<file path="src/rtl/lc3_mem_ctrl.sv">
// LC-3 memory controller: one CPU access at a time, memory-mapped I/O page
// (KBSR/KBDR/DSR/DDR/MCR) served locally, every other address forwarded to RAM
// over a cs / r_w / ready handshake. Returns read data and a one-cycle R strobe.
module lc3_mem_ctrl #(
   parameter int DATA_WIDTH = 16,
   parameter int ADDR_WIDTH = 16
) (
   input  logic                  clk,
   input  logic                  rst_n,
   input  logic                  mem_en,
   input  logic                  mem_we,
   input  logic [ADDR_WIDTH-1:0] mem_addr,
   input  logic [DATA_WIDTH-1:0] mem_wdata,
   output logic [DATA_WIDTH-1:0] mem_rdata,
   output logic                  mem_r,
   output logic                  ram_cs,
   output logic                  ram_r_w,
   output logic [ADDR_WIDTH-1:0] ram_addr,
   output logic [DATA_WIDTH-1:0] ram_data_in,
   input  logic                  ram_ready,
   input  logic [DATA_WIDTH-1:0] ram_data_out,
   input  logic                  kbd_valid,
   input  logic [7:0]            kbd_char,
   output logic                  kbd_irq,
   input  logic                  disp_ready,
   output logic                  ddr_valid,
   output logic [7:0]            ddr_char,
   output logic                  mcr_run
);

   localparam logic [ADDR_WIDTH-1:0] KBSR_ADDR = ADDR_WIDTH'(16'hFE00);
   localparam logic [ADDR_WIDTH-1:0] KBDR_ADDR = ADDR_WIDTH'(16'hFE02);
   localparam logic [ADDR_WIDTH-1:0] DSR_ADDR  = ADDR_WIDTH'(16'hFE04);
   localparam logic [ADDR_WIDTH-1:0] DDR_ADDR  = ADDR_WIDTH'(16'hFE06);
   localparam logic [ADDR_WIDTH-1:0] MCR_ADDR  = ADDR_WIDTH'(16'hFFFE);
   localparam logic [DATA_WIDTH-1:0] MCR_RESET = {1'b1, {(DATA_WIDTH-1){1'b0}}};

   typedef enum logic [1:0] {
      S_IDLE,
      S_ISSUE,
      S_WAIT,
      S_RESP
   } state_t;

   state_t                state, next_state;
   logic                  accept;
   logic                  sel_kbsr, sel_kbdr, sel_dsr, sel_ddr, sel_mcr, is_dev;
   logic [DATA_WIDTH-1:0] dev_rdata;

   logic [ADDR_WIDTH-1:0] req_addr;
   logic                  req_we;
   logic [DATA_WIDTH-1:0] req_wdata;

   logic                  kb_rdy, kb_ie;
   logic [7:0]            kb_char;
   logic [DATA_WIDTH-1:0] mcr;

   // Address decode of the live MAR and read mux for the device registers
   always_comb begin
      sel_kbsr  = (mem_addr == KBSR_ADDR);
      sel_kbdr  = (mem_addr == KBDR_ADDR);
      sel_dsr   = (mem_addr == DSR_ADDR);
      sel_ddr   = (mem_addr == DDR_ADDR);
      sel_mcr   = (mem_addr == MCR_ADDR);
      is_dev    = sel_kbsr | sel_kbdr | sel_dsr | sel_ddr | sel_mcr;
      dev_rdata = '0;
      if (sel_kbsr) begin
         dev_rdata[DATA_WIDTH-1] = kb_rdy;
         dev_rdata[DATA_WIDTH-2] = kb_ie;
      end else if (sel_kbdr) begin
         dev_rdata = DATA_WIDTH'(kb_char);
      end else if (sel_dsr) begin
         dev_rdata[DATA_WIDTH-1] = disp_ready;
      end else if (sel_mcr) begin
         dev_rdata = mcr;
      end
   end

   // Next-state logic and state-decoded handshake outputs
   always_comb begin
      next_state = state;
      accept     = 1'b0;
      ram_cs     = 1'b0;
      mem_r      = 1'b0;
      case (state)
         S_IDLE: begin
            if (mem_en) begin
               accept     = 1'b1;
               next_state = is_dev ? S_RESP : S_ISSUE;
            end
         end
         S_ISSUE: begin
            // ready may still reflect an older access, so it is not looked at here
            ram_cs     = 1'b1;
            next_state = S_WAIT;
         end
         S_WAIT: begin
            ram_cs = 1'b1;
            if (ram_ready) next_state = S_RESP;
         end
         S_RESP: begin
            mem_r      = 1'b1;
            next_state = S_IDLE;
         end
         default: next_state = S_IDLE;
      endcase
   end

   // State register
   always_ff @(posedge clk or negedge rst_n) begin
      if (!rst_n) state <= S_IDLE;
      else        state <= next_state;
   end

   // Latch the accepted request; it drives the RAM side for the whole access
   always_ff @(posedge clk or negedge rst_n) begin
      if (!rst_n) begin
         req_addr  <= '0;
         req_we    <= 1'b0;
         req_wdata <= '0;
      end else if (accept) begin
         req_addr  <= mem_addr;
         req_we    <= mem_we;
         req_wdata <= mem_wdata;
      end
   end

   // Read data: device value at acceptance, or RAM word when ready arrives in WAIT
   always_ff @(posedge clk or negedge rst_n) begin
      if (!rst_n) begin
         mem_rdata <= '0;
      end else if (accept && is_dev && !mem_we) begin
         mem_rdata <= dev_rdata;
      end else if (state == S_WAIT && ram_ready) begin
         mem_rdata <= ram_data_out;
      end
   end

   // Keyboard status/data: a new character wins over a coincident KBDR read
   always_ff @(posedge clk or negedge rst_n) begin
      if (!rst_n) begin
         kb_rdy  <= 1'b0;
         kb_ie   <= 1'b0;
         kb_char <= '0;
      end else begin
         if (kbd_valid) begin
            kb_rdy  <= 1'b1;
            kb_char <= kbd_char;
         end else if (accept && sel_kbdr && !mem_we) begin
            kb_rdy <= 1'b0;
         end
         if (accept && sel_kbsr && mem_we) kb_ie <= mem_wdata[DATA_WIDTH-2];
      end
   end

   // Machine control register
   always_ff @(posedge clk or negedge rst_n) begin
      if (!rst_n)                        mcr <= MCR_RESET;
      else if (accept && sel_mcr && mem_we) mcr <= mem_wdata;
   end

   // Display data: a DDR write produces a pulse coinciding with the RESP cycle
   always_ff @(posedge clk or negedge rst_n) begin
      if (!rst_n) begin
         ddr_valid <= 1'b0;
         ddr_char  <= '0;
      end else begin
         ddr_valid <= accept && sel_ddr && mem_we;
         if (accept && sel_ddr && mem_we) ddr_char <= mem_wdata[7:0];
      end
   end

   assign ram_addr    = req_addr;
   assign ram_data_in = req_wdata;
   assign ram_r_w     = req_we;
   assign kbd_irq     = kb_rdy & kb_ie;
   assign mcr_run     = mcr[DATA_WIDTH-1];

endmodule

</file>
<file path="config.mk">
export PLATFORM = sky130hd
export DESIGN_NAME = lc3_mem_ctrl
export DESIGN_NICKNAME = d
export VERILOG_FILES = /design/src/rtl/lc3_mem_ctrl.sv
export SDC_FILE = /design/constraint.sdc
export NUM_CORES = 1
export LEC_CHECK = 0
export ABC_AREA = 1
export ABC_CLOCK_PERIOD_IN_PS = 3160
export BUFFER_PORTS_ARGS = -buffer_cell sky130_fd_sc_hd__buf_2
export CAP_MARGIN = 40
export CORE_MARGIN = 4
export CORE_UTILIZATION = 55
export CTS_BUF_LIST = sky130_fd_sc_hd__clkbuf_4 sky130_fd_sc_hd__clkbuf_8 sky130_fd_sc_hd__clkbuf_16
export CTS_CLUSTER_SIZE = 12
export DETAILED_ROUTE_END_ITERATION = 8
export PLACE_DENSITY = 0.93
export SYNTH_ARGS = -nofsm -noshare
export SYNTH_HDL_FRONTEND = slang
export SYNTH_SLANG_ARGS = --single-unit
</file>
<file path="constraint.sdc">
create_clock -name clk -period 3.16 [get_ports clk]
set_input_delay 0.316 -clock clk [delete_from_list [all_inputs] [get_ports clk]]
set_output_delay 0.316 -clock clk [all_outputs]
set_load 0.01 [all_outputs]
</file>
==> metrics <==
max_slew headroom 0.463; # IOs 125; drt pass-1 iters 5; ys flop type dfrtp_1; Crit path required time 3.43 ns; Post-Syn Nets 548; top cell type's share of synthesized area 0.545; switch share 0.369; Max-cap violations 0; Die X 92.2 um; sequential power share 0.461; vias in the first global route 3437; Worst Path Max Fanout 32; Final ANT Viol Nets 0; startpoint types register; Hold WS 0.170 ns; Root Buffer clkbuf_8; CP arrival 2.55 ns; Comb pwr share 0.328; gpl congestion 0.894; final wirelength ~9.4 mm; post-CTS setup buffers 0; Sequential Area roughly 2200 um2; worst slack at placement slightly above 0.9 ns; Yosys top cell by area dfrtp_1; first-pass GRT wire length between 15 and 20 mm; post-synthesis simple-gate area fraction 0.265; status finished clean; post-synthesis mux area share 0.00257; Largest stage delay, worst path 0.45 ns; max-slew violations 0; core area around 7000 um2; Clk network pwr share 0.211; Nets between 600 and 700; clk_lat worst skew 0.35 ns; Die ar. 8500 um2; drt wl/cell 13.4 um; Leak 2.78 nW; htree depth 3; cell count after synthesis 481; Pint 2.16 mW; share of layout cells above drive strength 1 0.249; switching power of the nets 1.27 mW; XOR/XNOR Fraction of Synth Area 0; Adder-Cell Fraction of Synth Area 0.0128; total negative slack 0 ns; antenna violations before repair 0; Yosys cell types 28; Worst-path clk slew 0.09 ns; PortBufs 124; Seq cells post-synth 86; Final WS setup around 0.89 ns; Netlist Area Pre-Place 3900 um2; Fillers 554; Area growth, synth to finish 22.8%; Initial Utilization 0.571; Hold Vio Cnt, Final 0; Seq/Total Area, Yosys 0.552; cts bufs inserted 9; clk_skew between 0.015 and 0.02 ns; multi-input logic area 1480 um2; Vias/cell slightly above 5; highest clock rate approximately 440 MHz; Power Total 3.43 mW; Hold Path Class input pin to register; DR DRC count 0; final period utilization 0.719; worst slew pin tran 0.804 ns; die span in y 92.2 um; CTS Buffer Depth 2; Post-synth EDFFs 0; Final Setup Violations 0; CTS tree done; total track usage 0.233; Async S/R FF share, synth 1.00; unrepaired setup endpoints after global routing no; crit-path cells inv_1 -> ha_1 -> nand2_1 -> nor2_1 -> o21ai_4 -> nand2_1 -> nand3_1 -> nand2_1; most frequent CP cell nand2_1; CP max stage cell nor2_1; DR vias approximately 3600; Iter 0 DRT Violations 304; main combinational cell family by area after synthesis simple AND/OR/NAND/NOR gates; Syn. warnings 0; Tmin final 2.27 ns; Overflow after GRT 0; pin count of the biggest net entering global routing 66; critical path type register to register; row cnt 30; synthesized area per cell 8.11 um2; CP Capture Type register; most area-consuming cells after synthesis dfrtp_1 (55%), nand2_1 (18%), o21ai_0 (5.9%); clock sinks 86; n_diodes 0; Synth Area in Compound Gates 0.0978; Detailed Place HPWL 7.16 mm; Max VDD drop between 300 and 400 uV; Pwr Density 716 nW/um2
[per-stage QoR]
stage / cells / utilization / instance area [um2]
global placement: 685 / 0.668 / 4570
CTS: 703 / 0.701 / 4790
finish: 703 / 0.701 / 4790
detailed placement: 686 / 0.673 / 4590
floorplan: 481 / - / 3900
global route: 703 / 0.701 / 4790
[cells in the mapped netlist, types with 3 or more instances]
cell / n
nand2_1: 188
dfrtp_1: 85
inv_1: 47
o21ai_0: 46
nand3_1: 22
nor2_1: 22
o21ai_1: 17
clkbuf_1: 11
nand4_1: 11
ha_1: 4
a22o_1: 3
nor3_1: 3
[cells in the final DEF (no fill, tap or decap)]
cell and count:
dfrtp_1 85, nand2_2 2, inv_1 47, dfstp_2 1, inv_6 3, o21ai_0 46
nor2_2 1, clkinv_1 2, clkinv_2 1, ha_1 4, a22oi_1 1, buf_4 2
inv_2 1, nor3_1 3, dlygate4sd3_1 1, nand2_1 188, nor2_4 2, clkbuf_8 9
nand4_1 11, buf_2 123, a21oi_1 2, mux2i_1 1, nand3_1 22, buf_16 1
nand3_2 1, clkinvlp_4 1, inv_8 2, o22ai_1 1, a22o_1 3, nor2_1 22
o21ai_4 1, o21ai_1 17
[registers in the layout, indices dropped and copies added (netlist names), 2 cells and up]
name         flops
mcr             16
mem_rdata       16
ram_addr        16
ram_data_in     16
ddr_char         8
kb_char          8
state            2
[layout make-up]
| class | count | share of cell area |
|---|---|---|
| clock buffer | 9 | 0.0259 |
| inverter | 50 | 0.0392 |
| sequential | 86 | 0.450 |
| timing repair buffer | 127 | 0.139 |
| multi-input combinational | 328 | 0.308 |
| clock inverter | 7 | 0.0128 |
| tap | 96 | 0.0251 |
[cell families (layout without fill, tap and decap cells)]
family	after synthesis	in the layout
adder cells (fa/ha/maj)	4	4
multiplexers	1	1
AND/OR/NAND/NOR	252	252
buffers and inverters	67	193
AO/OA/AOI/OAI	71	71
flip-flops	86	86
[worst paths after layout]
check	from	to	slack (ns)	cells past startpoint
min in group asynchronous	rst_n	ram_data_in[13]	0.39	2
max reg2reg	state[1]	mem_rdata[15]	0.89	8
max	state[1]	mem_rdata[15]	0.89	8
min	kbd_char[2]	kb_char[2]	0.17	3
min reg2reg	ram_addr[14]	ram_addr[14]	0.48	2
max in group asynchronous	rst_n	mcr[15]	2.15	3
[power by group through the flow]
stage               registers (mW)  clock network [mW]  logic [mW]
floorplan                     1.72                   0       0.495
global placement              1.58                   0        1.07
detailed placement            1.60                   0        1.14
CTS                           1.58               0.735        1.14
global route                  1.62               0.793        1.26
finish                        1.58               0.724        1.13
[per-layer routing]
| metal | vias up | share of wire | GRT usage |
|---|---|---|---|
| li1 | 1765 | - | - |
| met5 | - | 0 | 0 |
| met3 | 26 | 0.066 | 0.0435 |
| met1 | 1651 | 0.43 | 0.313 |
| met2 | 153 | 0.47 | 0.375 |
| met4 | 0 | 0.026 | 0.0941 |
[what timing repair did]
item	CTS	global route
hold buffers	1	0
gates resized for setup	0	0
endpoints found under the hold margin	21	0
[critical path: cells and delay by family (launching register included)]
kind | cells | cell delay, ns
compound gates | 1 | 0.30
fa+ha+maj | 1 | 0.17
buf+inv | 1 | 0.12
flops | 1 | 0.41
simple gates | 5 | 1.20
No activity file was read; power rests on OpenSTA's default activity.
